**src/rtl/phantom_clock_pkg.sv**
```systemverilog
// Shared constants for the phantom clock: unlock pattern, FSM encoding,
// live-time byte map and BCD rollover limits.
package phantom_clock_pkg;

  localparam logic [63:0] PATTERN_DEFAULT = 64'h5CA33AC55CA33AC5;

  typedef enum logic {
    ST_HUNT = 1'b0,
    ST_DATA = 1'b1
  } state_e;

  localparam int BYTE_HUND  = 0;
  localparam int BYTE_SEC   = 1;
  localparam int BYTE_MIN   = 2;
  localparam int BYTE_HOUR  = 3;
  localparam int BYTE_DAY   = 4;
  localparam int BYTE_DATE  = 5;
  localparam int BYTE_MONTH = 6;
  localparam int BYTE_YEAR  = 7;

  localparam logic [7:0] MAX_HUND = 8'h99;
  localparam logic [7:0] MAX_SEC  = 8'h59;
  localparam logic [7:0] MAX_MIN  = 8'h59;
  localparam logic [7:0] MAX_HOUR = 8'h23;
  localparam logic [7:0] MAX_DAY  = 8'h07;
  localparam logic [7:0] MIN_DAY  = 8'h01;

  // 00:00:00.00, day 1, date 01, month 01, year 00
  localparam logic [63:0] LIVE_RESET = 64'h00_01_01_01_00_00_00_00;

endpackage

```
**src/rtl/bcd_digit_counter.sv**
```systemverilog
// Two-digit BCD counter: wraps to MIN once the value reaches or exceeds MAX,
// raising o_carry combinationally in the incrementing cycle.
module bcd_digit_counter #(
  parameter logic [7:0] MAX     = 8'h99,
  parameter logic [7:0] MIN     = 8'h00,
  parameter logic [7:0] RST_VAL = 8'h00
) (
  input  logic       i_clk,
  input  logic       i_rst_n,
  input  logic       i_load,
  input  logic [7:0] i_load_val,
  input  logic       i_inc,
  output logic [7:0] o_value,
  output logic       o_carry
);

  logic [7:0] r_value;
  logic [7:0] w_next;
  logic       w_wrap;

  // Binary compare is order-preserving on BCD, and also catches junk digits.
  assign w_wrap  = (r_value >= MAX);
  assign o_carry = i_inc & ~i_load & w_wrap;
  assign o_value = r_value;

  // NOTE: every always_comb output gets a default first so no latch is inferred.
  always_comb begin
    w_next = r_value + 8'd1;
    if (w_wrap) begin
      w_next = MIN;
    end else if (r_value[3:0] >= 4'd9) begin
      w_next = {r_value[7:4] + 4'd1, 4'd0};
    end
  end

  // NOTE: sequential state uses non-blocking assignments only.
  always_ff @(posedge i_clk or negedge i_rst_n) begin
    if (!i_rst_n) begin
      r_value <= RST_VAL;
    end else if (i_load) begin
      r_value <= i_load_val;
    end else if (i_inc) begin
      r_value <= w_next;
    end
  end

endmodule

```
**src/rtl/phantom_clock.sv**
```systemverilog
// No-slot-clock style RTC: a 64-bit write pattern on D[0] unlocks a 64-bit
// serial window onto a shadow copy of live BCD time; writes commit on exit.
module phantom_clock
  import phantom_clock_pkg::*;
#(
  parameter logic [63:0] PATTERN = PATTERN_DEFAULT,
  parameter int          TICKW   = 1
) (
  input  logic C7M,
  input  logic nRES,
  input  logic nCEI,
  input  logic nWE,
  input  logic DQIN,
  input  logic TICK100,
  output logic RAMROMCSgb,
  output logic DQOUT,
  output logic DQOE,
  output logic ACTIVE,
  output logic DAYCARRY
);

  state_e      r_state;
  logic [5:0]  r_bc;
  logic [63:0] r_shadow;
  logic        r_dirty;
  logic        r_ncei;
  logic        r_we_n;
  logic        r_bit;
  logic        r_daycarry;
  logic [7:0]  r_date, r_month, r_year;

  logic [63:0] w_shadow_next;
  logic [63:0] w_live;
  logic        w_end, w_write, w_last, w_commit, w_tick;
  logic [7:0]  w_hund, w_sec, w_min, w_hour, w_day;
  logic        w_c_hund, w_c_sec, w_c_min, w_c_hour, w_day_carry_unused;

  assign w_end    = ~r_ncei & nCEI;
  assign w_write  = ~r_we_n;
  assign w_last   = (r_bc == 6'd63);
  assign w_commit = (r_state == ST_DATA) & w_end & w_last & (r_dirty | w_write);
  // A commit overwrites every field, so a coincident tick is simply dropped.
  assign w_tick   = TICK100 & (TICKW > 0) & ~w_commit;

  always_comb begin
    w_shadow_next = r_shadow;
    if (w_write) w_shadow_next[r_bc] = r_bit;
  end

  always_comb begin
    w_live = '0;
    w_live[BYTE_HUND*8  +: 8] = w_hund;
    w_live[BYTE_SEC*8   +: 8] = w_sec;
    w_live[BYTE_MIN*8   +: 8] = w_min;
    w_live[BYTE_HOUR*8  +: 8] = w_hour;
    w_live[BYTE_DAY*8   +: 8] = w_day;
    w_live[BYTE_DATE*8  +: 8] = r_date;
    w_live[BYTE_MONTH*8 +: 8] = r_month;
    w_live[BYTE_YEAR*8  +: 8] = r_year;
  end

  bcd_digit_counter #(.MAX(MAX_HUND), .MIN(8'h00), .RST_VAL(LIVE_RESET[BYTE_HUND*8 +: 8])) u_hund (
    .i_clk(C7M), .i_rst_n(nRES), .i_load(w_commit), .i_load_val(w_shadow_next[BYTE_HUND*8 +: 8]),
    .i_inc(w_tick), .o_value(w_hund), .o_carry(w_c_hund));

  bcd_digit_counter #(.MAX(MAX_SEC), .MIN(8'h00), .RST_VAL(LIVE_RESET[BYTE_SEC*8 +: 8])) u_sec (
    .i_clk(C7M), .i_rst_n(nRES), .i_load(w_commit), .i_load_val(w_shadow_next[BYTE_SEC*8 +: 8]),
    .i_inc(w_c_hund), .o_value(w_sec), .o_carry(w_c_sec));

  bcd_digit_counter #(.MAX(MAX_MIN), .MIN(8'h00), .RST_VAL(LIVE_RESET[BYTE_MIN*8 +: 8])) u_min (
    .i_clk(C7M), .i_rst_n(nRES), .i_load(w_commit), .i_load_val(w_shadow_next[BYTE_MIN*8 +: 8]),
    .i_inc(w_c_sec), .o_value(w_min), .o_carry(w_c_min));

  bcd_digit_counter #(.MAX(MAX_HOUR), .MIN(8'h00), .RST_VAL(LIVE_RESET[BYTE_HOUR*8 +: 8])) u_hour (
    .i_clk(C7M), .i_rst_n(nRES), .i_load(w_commit), .i_load_val(w_shadow_next[BYTE_HOUR*8 +: 8]),
    .i_inc(w_c_min), .o_value(w_hour), .o_carry(w_c_hour));

  bcd_digit_counter #(.MAX(MAX_DAY), .MIN(MIN_DAY), .RST_VAL(LIVE_RESET[BYTE_DAY*8 +: 8])) u_day (
    .i_clk(C7M), .i_rst_n(nRES), .i_load(w_commit), .i_load_val(w_shadow_next[BYTE_DAY*8 +: 8]),
    .i_inc(w_c_hour), .o_value(w_day), .o_carry(w_day_carry_unused));

  // Date, month and year are set by software only.
  always_ff @(posedge C7M or negedge nRES) begin
    if (!nRES) begin
      r_date  <= LIVE_RESET[BYTE_DATE*8  +: 8];
      r_month <= LIVE_RESET[BYTE_MONTH*8 +: 8];
      r_year  <= LIVE_RESET[BYTE_YEAR*8  +: 8];
    end else if (w_commit) begin
      r_date  <= w_shadow_next[BYTE_DATE*8  +: 8];
      r_month <= w_shadow_next[BYTE_MONTH*8 +: 8];
      r_year  <= w_shadow_next[BYTE_YEAR*8  +: 8];
    end
  end

  // NOTE: the shadow register array is reset so a reset mid-window leaves no stale time behind.
  always_ff @(posedge C7M or negedge nRES) begin
    if (!nRES) begin
      r_state    <= ST_HUNT;
      r_bc       <= '0;
      r_shadow   <= '0;
      r_dirty    <= 1'b0;
      r_ncei     <= 1'b1;
      r_we_n     <= 1'b1;
      r_bit      <= 1'b0;
      r_daycarry <= 1'b0;
    end else begin
      r_ncei     <= nCEI;
      r_daycarry <= w_c_hour;
      if (!nCEI) begin
        r_we_n <= nWE;
        r_bit  <= DQIN;
      end
      if (w_end) begin
        unique case (r_state)
          ST_HUNT: begin
            if (w_write && (r_bit == PATTERN[r_bc])) begin
              if (w_last) begin
                r_state  <= ST_DATA;
                r_bc     <= '0;
                r_shadow <= w_live;
                r_dirty  <= 1'b0;
              end else begin
                r_bc <= r_bc + 6'd1;
              end
            end else begin
              r_bc <= '0;
            end
          end
          ST_DATA: begin
            r_shadow <= w_shadow_next;
            r_dirty  <= r_dirty | w_write;
            r_bc     <= r_bc + 6'd1;
            if (w_last) r_state <= ST_HUNT;
          end
          default: r_state <= ST_HUNT;
        endcase
      end
    end
  end

  assign ACTIVE     = (r_state == ST_DATA);
  assign DAYCARRY   = r_daycarry;
  assign DQOUT      = r_shadow[r_bc];
  assign DQOE       = ACTIVE & ~nCEI & nWE;
  assign RAMROMCSgb = ~nCEI & ~ACTIVE;

endmodule
```
**config.mk**
```make
export PLATFORM = sky130hd
export DESIGN_NAME = phantom_clock
export DESIGN_NICKNAME = d
export VERILOG_FILES = /design/src/rtl/phantom_clock_pkg.sv /design/src/rtl/bcd_digit_counter.sv /design/src/rtl/phantom_clock.sv
export SDC_FILE = /design/constraint.sdc
export NUM_CORES = 1
export LEC_CHECK = 0
export CAP_MARGIN = 30
export CORE_ASPECT_RATIO = 2
export CORE_MARGIN = 10
export CORE_UTILIZATION = 49
export CTS_BUF_LIST = sky130_fd_sc_hd__clkbuf_4
export CTS_CLUSTER_SIZE = 8
export DETAILED_ROUTE_END_ITERATION = 8
export MAX_ROUTING_LAYER = met4
export PLACE_DENSITY_LB_ADDON = 0.08
export SLEW_MARGIN = 40
export SYNTH_ARGS = -nofsm -noshare
export SYNTH_HDL_FRONTEND = slang
export SYNTH_SLANG_ARGS = --single-unit
```
**constraint.sdc**
```tcl
create_clock -name C7M -period 3.2 [get_ports C7M]
set_clock_uncertainty 0.2 [all_clocks]
set_input_delay 0.32 -clock C7M [delete_from_list [all_inputs] [get_ports C7M]]
set_output_delay 0.32 -clock C7M [all_outputs]
set_load 0.005 [all_outputs]
```
==> impl_metrics.csv <==
group,metric,value,unit
status,outcome,"finished, final reports clean",
clock_tree,cts_made_buffers,17,
placed_design,dp_cells,1156,
sta,slew_viol_final,0,
logic_synthesis,yosysUniqueCellTypes,76,
layout,fin_nets,1002,
logic_synthesis,synth.most_common_cell,"dfrtp_1",
setup_path,worstPathMaxFanout,5,
sta,rsz0062_at_grt,"false",
floorplan,floorplan.die_area,24580,sq um
logic_synthesis,synth_flop_cell,"dfrtp_1",
floorplan,initial_utilization,49.55,%
layout,finalNonFillerCells,1200,
setup_path,cp.arrival,2.57,ns
global_routing,grt_max_degree,64,
setup_path,critPathCaptureType,"primary output",
floorplan,rows,70,
logic_synthesis,synthTopCellsByCount,"dfrtp_1 (135), nand2_1 (132), nor2_1 (74)",
sta,worst_slack,0.1131,ns
global_routing,grt_pass1_vias,8218,
floorplan,fp.dieW,116.0,microns
clock_tree,h-tree-depth,4,
sta,post-route-min-period,3.087,ns
placed_design,place_area,9475,sq um
routing,vias,7816,
routing,postRouteAntennaNets,0,
sta,max_freq,324.0,MHz
power_and_ir_drop,leakagePower,4.328,nW
logic_synthesis,yosysTopAreaCellShare,37.43,%
sta,setup_violations,0,
placed_design,finalWeightedCongestion,0.9243,
power_and_ir_drop,power,4.275,mW
routing,firstDrtPassIters,6,
logic_synthesis,async_flop_share,100.0,%
clock_tree,clock-sinks,140,
placed_design,place_ws,0.2247,ns
logic_synthesis,synth-edff-count,0,
sta,slew_headroom,50.30,%
routing,wl_met2,14750,microns
floorplan,die_h,211.9,microns
setup_path,required,2.68,ns
layout,nFillCells,1677,
logic_synthesis,netlist_instances,968,
global_routing,grt_pass1_wl,43230,microns
setup_path,crit_chain,"buf_6, buf_16, mux4_2, a22oi_2, a21oi_2, a211oi_2, nand4_1, buf_2",
clock_tree,clk_latency,0.56,ns
clock_tree,cts.clk_slew.worst_paths,0.14,ns
sta,post-route-period-util,96.47,%
setup_path,startpoint_type,"register",
setup_path,critPathMaxStageDelay,0.52,ns
logic_synthesis,yosys_warnings,0,
logic_synthesis,ys_top_cells_by_area,"dfrtp_1 (37%), nand2_1 (5.5%), mux2_2 (4.9%)",
run,cap_violations,0,
layout,fin_util,54.22,%
placed_design,hpwl,18350,microns
placed_design,portBuffers,10,
logic_synthesis,synth-seq-cells,140,
logic_synthesis,syn_nets,1001,
clock_tree,cts_tree,"done",
logic_synthesis,yosys.area.top_type,"dfrtp_1",
routing,avgViaCountPerCell,6.513,
layout,drive_above_1_share,21.28,%
logic_synthesis,avgSynthCellArea,9.325,sq um
power_and_ir_drop,powerDensity,432.9,nW/um^2
sta,holdWs,0.04379,ns
clock_tree,cts_buffer_depth,2,
sta,tightestPinTransition,0.7392,ns
min_path,hold_class,"in2async",
setup_path,crit_type,"reg2out",
global_routing,grt-ovfl-total,0,
logic_synthesis,synth.cell_area,9026,sq um
routing,drcViolationCount,0,
routing,wl_per_cell,22.05,microns
layout,final_area,9877,sq um
routing,routed.top_layer,"met4",
routing,wirelength,26460,microns
floorplan,coreArea,18220,sq um
sta,finalSetupTns,0,ns
sta,hold_viol_final,0,
setup_path,crit_path_top_delay_cell,"mux4_2",
floorplan,num_io_pins,11,
routing,drt-initial-drc-count,649,
routing,wl_met3,936,microns
global_routing,grt_util_all_layers,23.03,%
global_routing,antenna_found_initial,1,
routing,m1WireLength,9634,microns
clock_tree,clockRootBuffer,"clkbuf_4",
layout,area_growth,9.426,%
power_and_ir_drop,vdd_drop_max,0.2681,mV
logic_synthesis,seq_area_frac_synth,38.88,%
## cell usage in the layout, fill, tap and decap left out, types with 26 or more instances in the layout
cell type  netlist  routed
a21oi_1         50      49
mux2_2          39      39
dfrtp_1        135     132
o211ai_1        34      34
nand3_1         55      54
mux2i_1         41      41
buf_4            4      46
o21ai_0         27      27
inv_1           32      32
o221a_2         33      33
nor2_1          74      73
nand2_1        132     132
a31oi_1         26      26
ha_1            27      27
## layer usage
layer	vias up	global-route usage, %
met5	-	-
met4	0	12.49
met3	81	3.458
met2	235	41.26
met1	3909	23.19
li1	3591	-
## repair_timing
action | 4_1_cts | 5_1_grt
cloned | 2 | 0
pin swaps | 1 | 5
hold buffers | 1 | 0
gates resized for setup | 8 | 6
setup endpoints to repair | 1 | 1
hold endpoints to repair | 129 | 0
buffers inserted | 5 | 3
## worst max-delay path, delay by kind of cell (launching register included)
kind	cells	cell delay, ns
AO/OA/AOI/OAI	3	0.51
buffers and inverters	3	0.40
flip-flops	1	0.41
multiplexers	1	0.52
AND/OR/NAND/NOR	1	0.16
## final timing paths
| check | startpoint | to | slack, ns | cells past startpoint |
|---|---|---|---|---|
| worst min register to register | r_month[0]$_DFFE_PN1P_ | r_month[0]$_DFFE_PN1P_ | 0.31 | 2 |
| min in group C7M | nCEI | r_ncei$_DFF_PN1_ | 0.17 | 2 |
| max in group asynchronous | nRES | r_we_n$_DFFE_PN1N_ | 1.88 | 3 |
| worst max register to register | r_bc[0]$_DFFE_PN0N_ | u_sec.o_value[4]$_DFFE_PN0P_ | 0.27 | 10 |
| worst min-delay path | nRES | u_day.o_value[1]$_DFFE_PN0P_ | 0.04 | 2 |
| worst max-delay path | r_bc[0]$_DFFE_PN0N_ | DQOUT | 0.11 | 8 |
## flip-flops by register name, summed over array words and instances, names as in the netlist, 6 cells and up
signal,count
u_day.o_value,8
r_year,8
u_sec.o_value,8
u_hour.o_value,8
r_bc,6
u_min.o_value,8
r_month,8
r_shadow,64
u_hund.o_value,8
r_date,8
## cell families after synthesis
family / Yosys count / share of synthesized area, %
adders and majority gates: 27 / 3.743
and+or+nand+nor: 338 / 17.97
muxes: 95 / 13.15
AOI/OAI and AO/OA: 248 / 20.22
buffers and inverters: 116 / 5.642
xor gates and xnor gates: 4 / 0.3882
DFF: 140 / 38.88
## power by group
| part | internal, mW | switching [mW] | leakage, nW | total [mW] |
|---|---|---|---|---|
| registers | 1.86 | 0.164 | 1.89 | 2.02 |
| logic | 0.524 | 0.638 | 2.31 | 1.16 |
| clock network | 0.381 | 0.711 | 0.133 | 1.09 |
| total | 2.76 | 1.51 | 4.33 | 4.28 |
## cell type report
cell class | instances | area [sq um] | share of cell area, %
clock buffers | 17 | 127.6 | 1.292
clock inverters | 15 | 123.9 | 1.254
multi-input cells | 712 | 5080 | 51.43
well taps | 216 | 270.3 | 2.736
diodes | 2 | 5.005 | 0.05067
inverters | 32 | 120.1 | 1.216
repair buffers | 66 | 634.4 | 6.423
flip-flops and latches | 140 | 3516 | 35.60
Note: power is estimated with default switching activity, not from simulation.
==> edit 1 (config.mk and constraints unchanged) <==
The output `DAYCARRY` loses its register stage (`r_daycarry` becomes a continuous assignment).
--- a/src/rtl/phantom_clock.sv
+++ b/src/rtl/phantom_clock.sv
@@ -104,6 +104,4 @@
       r_bit      <= 1'b0;
-      r_daycarry <= 1'b0;
     end else begin
       r_ncei     <= nCEI;
-      r_daycarry <= w_c_hour;
       if (!nCEI) begin
@@ -140,2 +138,4 @@
 
+  assign r_daycarry = w_c_hour;
+
   assign ACTIVE     = (r_state == ST_DATA);
Behaviour: no difference found for any inputs over 4 cycles, from zero or initial values; that may be too few to reach the edited logic, so the function may still have changed.
==> edit 1 against the original RTL <==
Hold slack better by 0.037 ns; routed wire length down 0.82%; area after synthesis down 0.28%; critical path depth down 1; worst setup slack better by 0.033 ns; final area up 1.2%; sequential cell count down 1; sequential share of layout area down 0.63 points; utilization up 0.65 points; power up 6.6%; maximum frequency up 1.1%; first-iteration DRC count up 2.8%; critical path type unchanged.
==> edit 1: results (changes against the original RTL) <==
TIMING.HOLD.WS_NS=0.08041  # +0.03662 ns
TIMING.FINAL.CRIT_SHARE=0.9545  # -0.01019
WORST_SETUP_PATH_STARTPOINT='r_bc[0]'
NUMBER_OF_FILLER_CELLS_PLACED_IN_THE_LAYOUT=1663  # -0.83%
WL_PER_CELL_MICRONS=21.83  # -0.99%
NUMBER_OF_ANTENNA_VIOLATIONS_AT_THE_FIRST_CHECK_IN_GLOBAL_ROUTING=1  # unchanged
ROOT_BUF_CELL='clkbuf_4'
SW_RATIO=0.3277  # -0.02625
GRT_START_MAX_NET_PINS=65  # +1.6%
SLEW_HEADROOM=0.4494  # -0.05357
SYNTHTOPCELLSBYAREA='dfrtp_1, nand2_1, mux2_2, mux2i_1, o221a_2'
POST-SYNTH-TOP-COUNT-CELL='dfrtp_1'
DP_SLACK_NS=0.2797  # +0.05498 ns
POST_DRT_VIA_CELL_RATIO=6.481  # -0.50%
ASYNC_RESET_FF_FRAC=1.000  # unchanged
CRIT_FANOUT=8  # +3
PLACE.GP.CONGESTION=0.8979  # -2.9%
LARGEST_REGISTER_FF_COUNT=64  # unchanged
SYN-NUM-NETS=1000  # -0.10%
PORT_BUFFERS=10  # unchanged
CLOCK_PATH_BUFFERS=2  # unchanged
PROPORTION_OF_SYNTHESIZED_CHIP_AREA_IN_SEQUENTIAL_CELLS=0.3871  # -0.001699
CLKLATENCYLATEPIN_NS=0.58  # +0.02 ns
HP-CLASS='input port to asynchronous set/reset pin'
DRT_ITER0_DRC=667  # +2.8%
HPWLAFTERDP_MICRONS=17830  # -2.9%
POWER_LEAKAGE_nW=4.396  # +1.6%
PEAKVDDDROP_mV=0.3046  # +14%
GRT_UTIL_ALL_LAYERS=0.2242  # -0.006163
DR.PASS1.ITERS=6  # unchanged
R2R_SETUP_SLACK_NS=0.24  # -0.03 ns
GLOBAL_ROUTE_WIRE_LENGTH_BEFORE_REPAIR_MICRONS=42190  # -2.4%
CLK_PIN_SLEW_NS=0.14  # about the same
RUN_STATUS='finished, final reports clean'
CTS_H_TREE_DEPTH=4  # unchanged
YOSYS-TOP-CELLS-COUNT='dfrtp_1, nand2_1, nor2_1, nand3_1, a21oi_1'
GRT_PASS1_VIAS=7967  # -3.1%
FINAL_LAYOUT_SIZE_SUFFIX_GT1_FRAC=0.2213  # +0.008489
CTS_BUFFERS=17  # unchanged
edit 1: final timing paths:
kind | to | depth (start not counted)
max in group asynchronous | u_min.o_value[0] | 3
min | r_month[4] | 2
max reg2reg | u_day.o_value[2] | 10
max | DQOUT | 7
min in group C7M | r_ncei | 2
min reg2reg | r_date[0] | 2
edit 1: power groups by stage:
stage	combinational, mW	sequential (mW)	clock [mW]
3_3_place_gp	0.993	2.03	0
3_5_place_dp	1.02	2.04	0
2_1_floorplan	0.731	1.96	0
6_report	1.23	2.01	1.32
4_1_cts	1.18	2.00	1.34
5_1_grt	1.34	2.03	1.42
edit 1: worst max-delay path, cell delays in order, from the launching register on:
cell      delay, ns
dfrtp_2        0.44
buf_12         0.16
mux4_2         0.55
a221oi_2       0.27
a21oi_2        0.05
a211oi_2       0.20
nand4_1        0.14
buf_2          0.17
edit 1: cells by family after synthesis:
family / count (synthesis) / synth area share
fa+ha+maj: 27 / 0.03753
mux: 95 / 0.1319
compound gates: 248 / 0.2028
xor+xnor: 4 / 0.003893
buf+inv: 116 / 0.05658
simple gates: 338 / 0.1802
flops: 139 / 0.3871
edit 1: final cells by class:
class | count | area (sq um) | share of cell area
inverter | 32 | 120.1 | 0.01202
clock inverter | 13 | 176.4 | 0.01765
antenna | 1 | 2.502 | 0.0002504
sequential | 139 | 3495 | 0.3496
timing repair buffer | 70 | 705.7 | 0.07061
clock buffer | 19 | 142.6 | 0.01427
multi-input combinational | 712 | 5082 | 0.5085
tap | 216 | 270.3 | 0.02704
edit 1: what timing repair did:
item                                    CTS  global route
buffers inserted                          9             4
cloned                                    2             0
resized for setup                        12             7
endpoints found under the setup margin    2             1
hold endpoints to repair                 57             0
pin swaps                                 3             5
hold buffers                              1             0
edit 1: per-stage QoR:
stage                       util  cells  setup TNS, ns  instance area (sq um)
after global routing      0.5486   1202       -0.03535                   9995
after global placement    0.5188   1153              0                   9452
after detailed placement  0.5188   1153              0                   9452
after floorplan                -    967              0                   9001
after CTS                 0.5454   1197       -0.04739                   9936
final                     0.5486   1202              0                   9995
edit 1: per-layer routing:
metal	global-route usage	wire length [microns]	vias up
met5	-	0	-
met4	0.1028	939	0
met3	0.02749	847	57
met2	0.3982	14220	221
met1	0.2402	10230	3916
li1	-	-	3596
==> edit 2 (config.mk and constraints unchanged) <==
Without the edit above. Set the package constant `MAX_DAY` to 8'h04 (it was 8'h07).
--- a/src/rtl/phantom_clock_pkg.sv
+++ b/src/rtl/phantom_clock_pkg.sv
@@ -24,3 +24,3 @@
   localparam logic [7:0] MAX_HOUR = 8'h23;
-  localparam logic [7:0] MAX_DAY  = 8'h07;
+  localparam logic [7:0] MAX_DAY  = 8'h04;
   localparam logic [7:0] MIN_DAY  = 8'h01;
Behaviour: same outputs for any inputs over 4 cycles, from zero or initial values; that may be too few to reach the edited logic, so the function may still have changed.
==> edit 2 against the original RTL <==
Utilization is 1.2 points higher; largest cell class unchanged; area after synthesis is 1.6% lower; hold slack better by 0.073 ns; highest routed layer unchanged; worst setup slack worse by 0.084 ns; sequential cell count stayed put; final area is 0.24% lower; largest power group unchanged; routed wire length is 3.3% lower; power is 2.7% lower.
==> edit 2: results (changes against the original RTL) <==
RUN_STATUS='finished, final reports clean'
ROUTED_WIRELENGTH_MICRONS=25580  # -3.3%
COREAREA_SQ_UM=17780  # -2.4%
GLOBAL_ROUTE_WIRE_LENGTH_BEFORE_REPAIR_MICRONS=41680  # -3.6%
DRT_ITER0_DRC=470  # -28%
TIMING.CRITICAL_PATH.SLOWEST_CELL_DELAY_NS=0.48  # -0.04 ns
SYNTH_CELL_TYPES=71  # -6.6%
SYNTHESIZED_AREA_FRACTION_OCCUPIED_BY_AO_OA_AOI_AND_OAI_CELLS=0.2002  # -0.002020
GROUTE.LAYER.MET3.USAGE=0.03271  # -0.001873
SIGNAL_BUF_OVERHEAD=0.06552  # +0.001298
POWER_LEAKAGE_nW=4.375  # +1.1%
NUMBER_OF_FILLER_CELLS_PLACED_IN_THE_LAYOUT=1602  # -4.5%
FINAL_LAYOUT_SIZE_SUFFIX_GT1_FRAC=0.2010  # -0.01183
POWER_REPORT.INTERNAL_TOTAL_mW=2.803  # +1.5%
ROUTED-VIA-COUNT=7640  # -2.3%
NNONCLKINVERTERS=25  # -22%
PLACE.GP.CONGESTION=0.9148  # -1.0%
HPWLAFTERDP_MICRONS=17340  # -5.5%
GLOBAL_ROUTE_MET2_USAGE=0.3795  # -0.03309
GRT_PASS1_VIAS=7802  # -5.1%
CTSRESIZECOUNT=7  # -1
ANTENNA_DIODES=1  # -1
MULTI_INPUT_AREA_SHARE=0.5087  # -0.005616
CLK_PIN_SLEW_NS=0.13
POST_CTS_BUFFERS=3  # -2
SYNTH_XOR_XNOR_AREA_SHARE=0.004932  # +0.001050
DETAIL_ROUTE.WIRELENGTH.MET1_MICRONS=9971  # +3.5%
CTS-HOLD-FIX-BUFFERS=1  # unchanged
PORT_BUFFERS=10  # unchanged
GRT_UTIL_ALL_LAYERS=0.2214  # -0.008926
CP.ARRIVAL_NS=2.65  # +0.08 ns
GRT_START_MAX_NET_PINS=108  # +69%
CLOCKNETWORKAREASHARE=0.03187  # +0.006411
MET3WIRELENGTH_MICRONS=864  # -7.7%
DR.PASS1.ITERS=5  # -1
YOSYS-MUX-AREA-FRACTION=0.1379  # +0.006396
R2R_SETUP_SLACK_NS=0.16  # -0.11 ns
PROPORTION_OF_SYNTHESIZED_CHIP_AREA_IN_SEQUENTIAL_CELLS=0.3952  # +0.006410
POST_SYNTHESIS_SHARE_OF_CELL_AREA_SPENT_ON_FULL_ADDERS_HALF_ADDERS_AND_MAJORITY_GATES=0.03945  # +0.002026
WL_MET2_MICRONS=13930  # -5.6%
SYNTHTOPCELLSBYAREA='dfrtp_1, mux2i_1, nand2_1, mux2_2, nor2_1'
GR_UTIL_MET1=0.2437  # +0.01186
LAYOUT.NETS=1016  # +1.4%
PEAKVDDDROP_mV=0.2281  # -15%
WORST_PIN_SLEW_NS=0.7545  # +0.01536 ns
-- edit 2: changes by cell type in the layout (fill, tap and decap cells not counted), moves of 7 or more --
cell	change
a31oi_1	-7
inv_1	-7
mux2i_1	+15
mux4_2	-7
nand2_1	+11
nand3_1	-19
nor2_1	+22
o21ai_0	+10
-- edit 2: worst paths after layout --
kind	startpoint	endpoint
worst max-delay path	r_bc[0]	DQOUT
worst min-delay path	nRES	r_shadow[42]
worst max register to register	r_bc[0]	u_hund.o_value[3]
worst min register to register	r_year[5]	r_year[5]
max in group asynchronous	nRES	r_bc[2]
min in group C7M	nCEI	r_ncei
-- edit 2: per-stage QoR --
| step | setup WS, ns | instance area, sq um | hold slack [ns] | instances | power, mW |
|---|---|---|---|---|---|
| after floorplan | 0.5991 | 8880 | -0.1756 | 965 | 2.444 |
| after global placement | 0.1715 | 9408 | 0.1813 | 1168 | 2.750 |
| after detailed placement | 0.1048 | 9408 | 0.1846 | 1168 | 2.770 |
| after CTS | 0.03716 | 9791 | 0.1084 | 1205 | 4.146 |
| after global routing | -0.05291 | 9853 | 0.1087 | 1209 | 4.340 |
| final | 0.02888 | 9853 | 0.1164 | 1209 | 4.159 |
-- edit 2: power by group through the flow --
| stage | clock network, mW | registers [mW] | logic [mW] |
|---|---|---|---|
| 2_1_floorplan | 0 | 1.93 | 0.516 |
| 4_1_cts | 1.33 | 1.94 | 0.878 |
| 6_report | 1.30 | 1.94 | 0.912 |
| 3_3_place_gp | 0 | 1.97 | 0.782 |
| 3_5_place_dp | 0 | 1.97 | 0.798 |
| 5_1_grt | 1.40 | 1.95 | 0.984 |
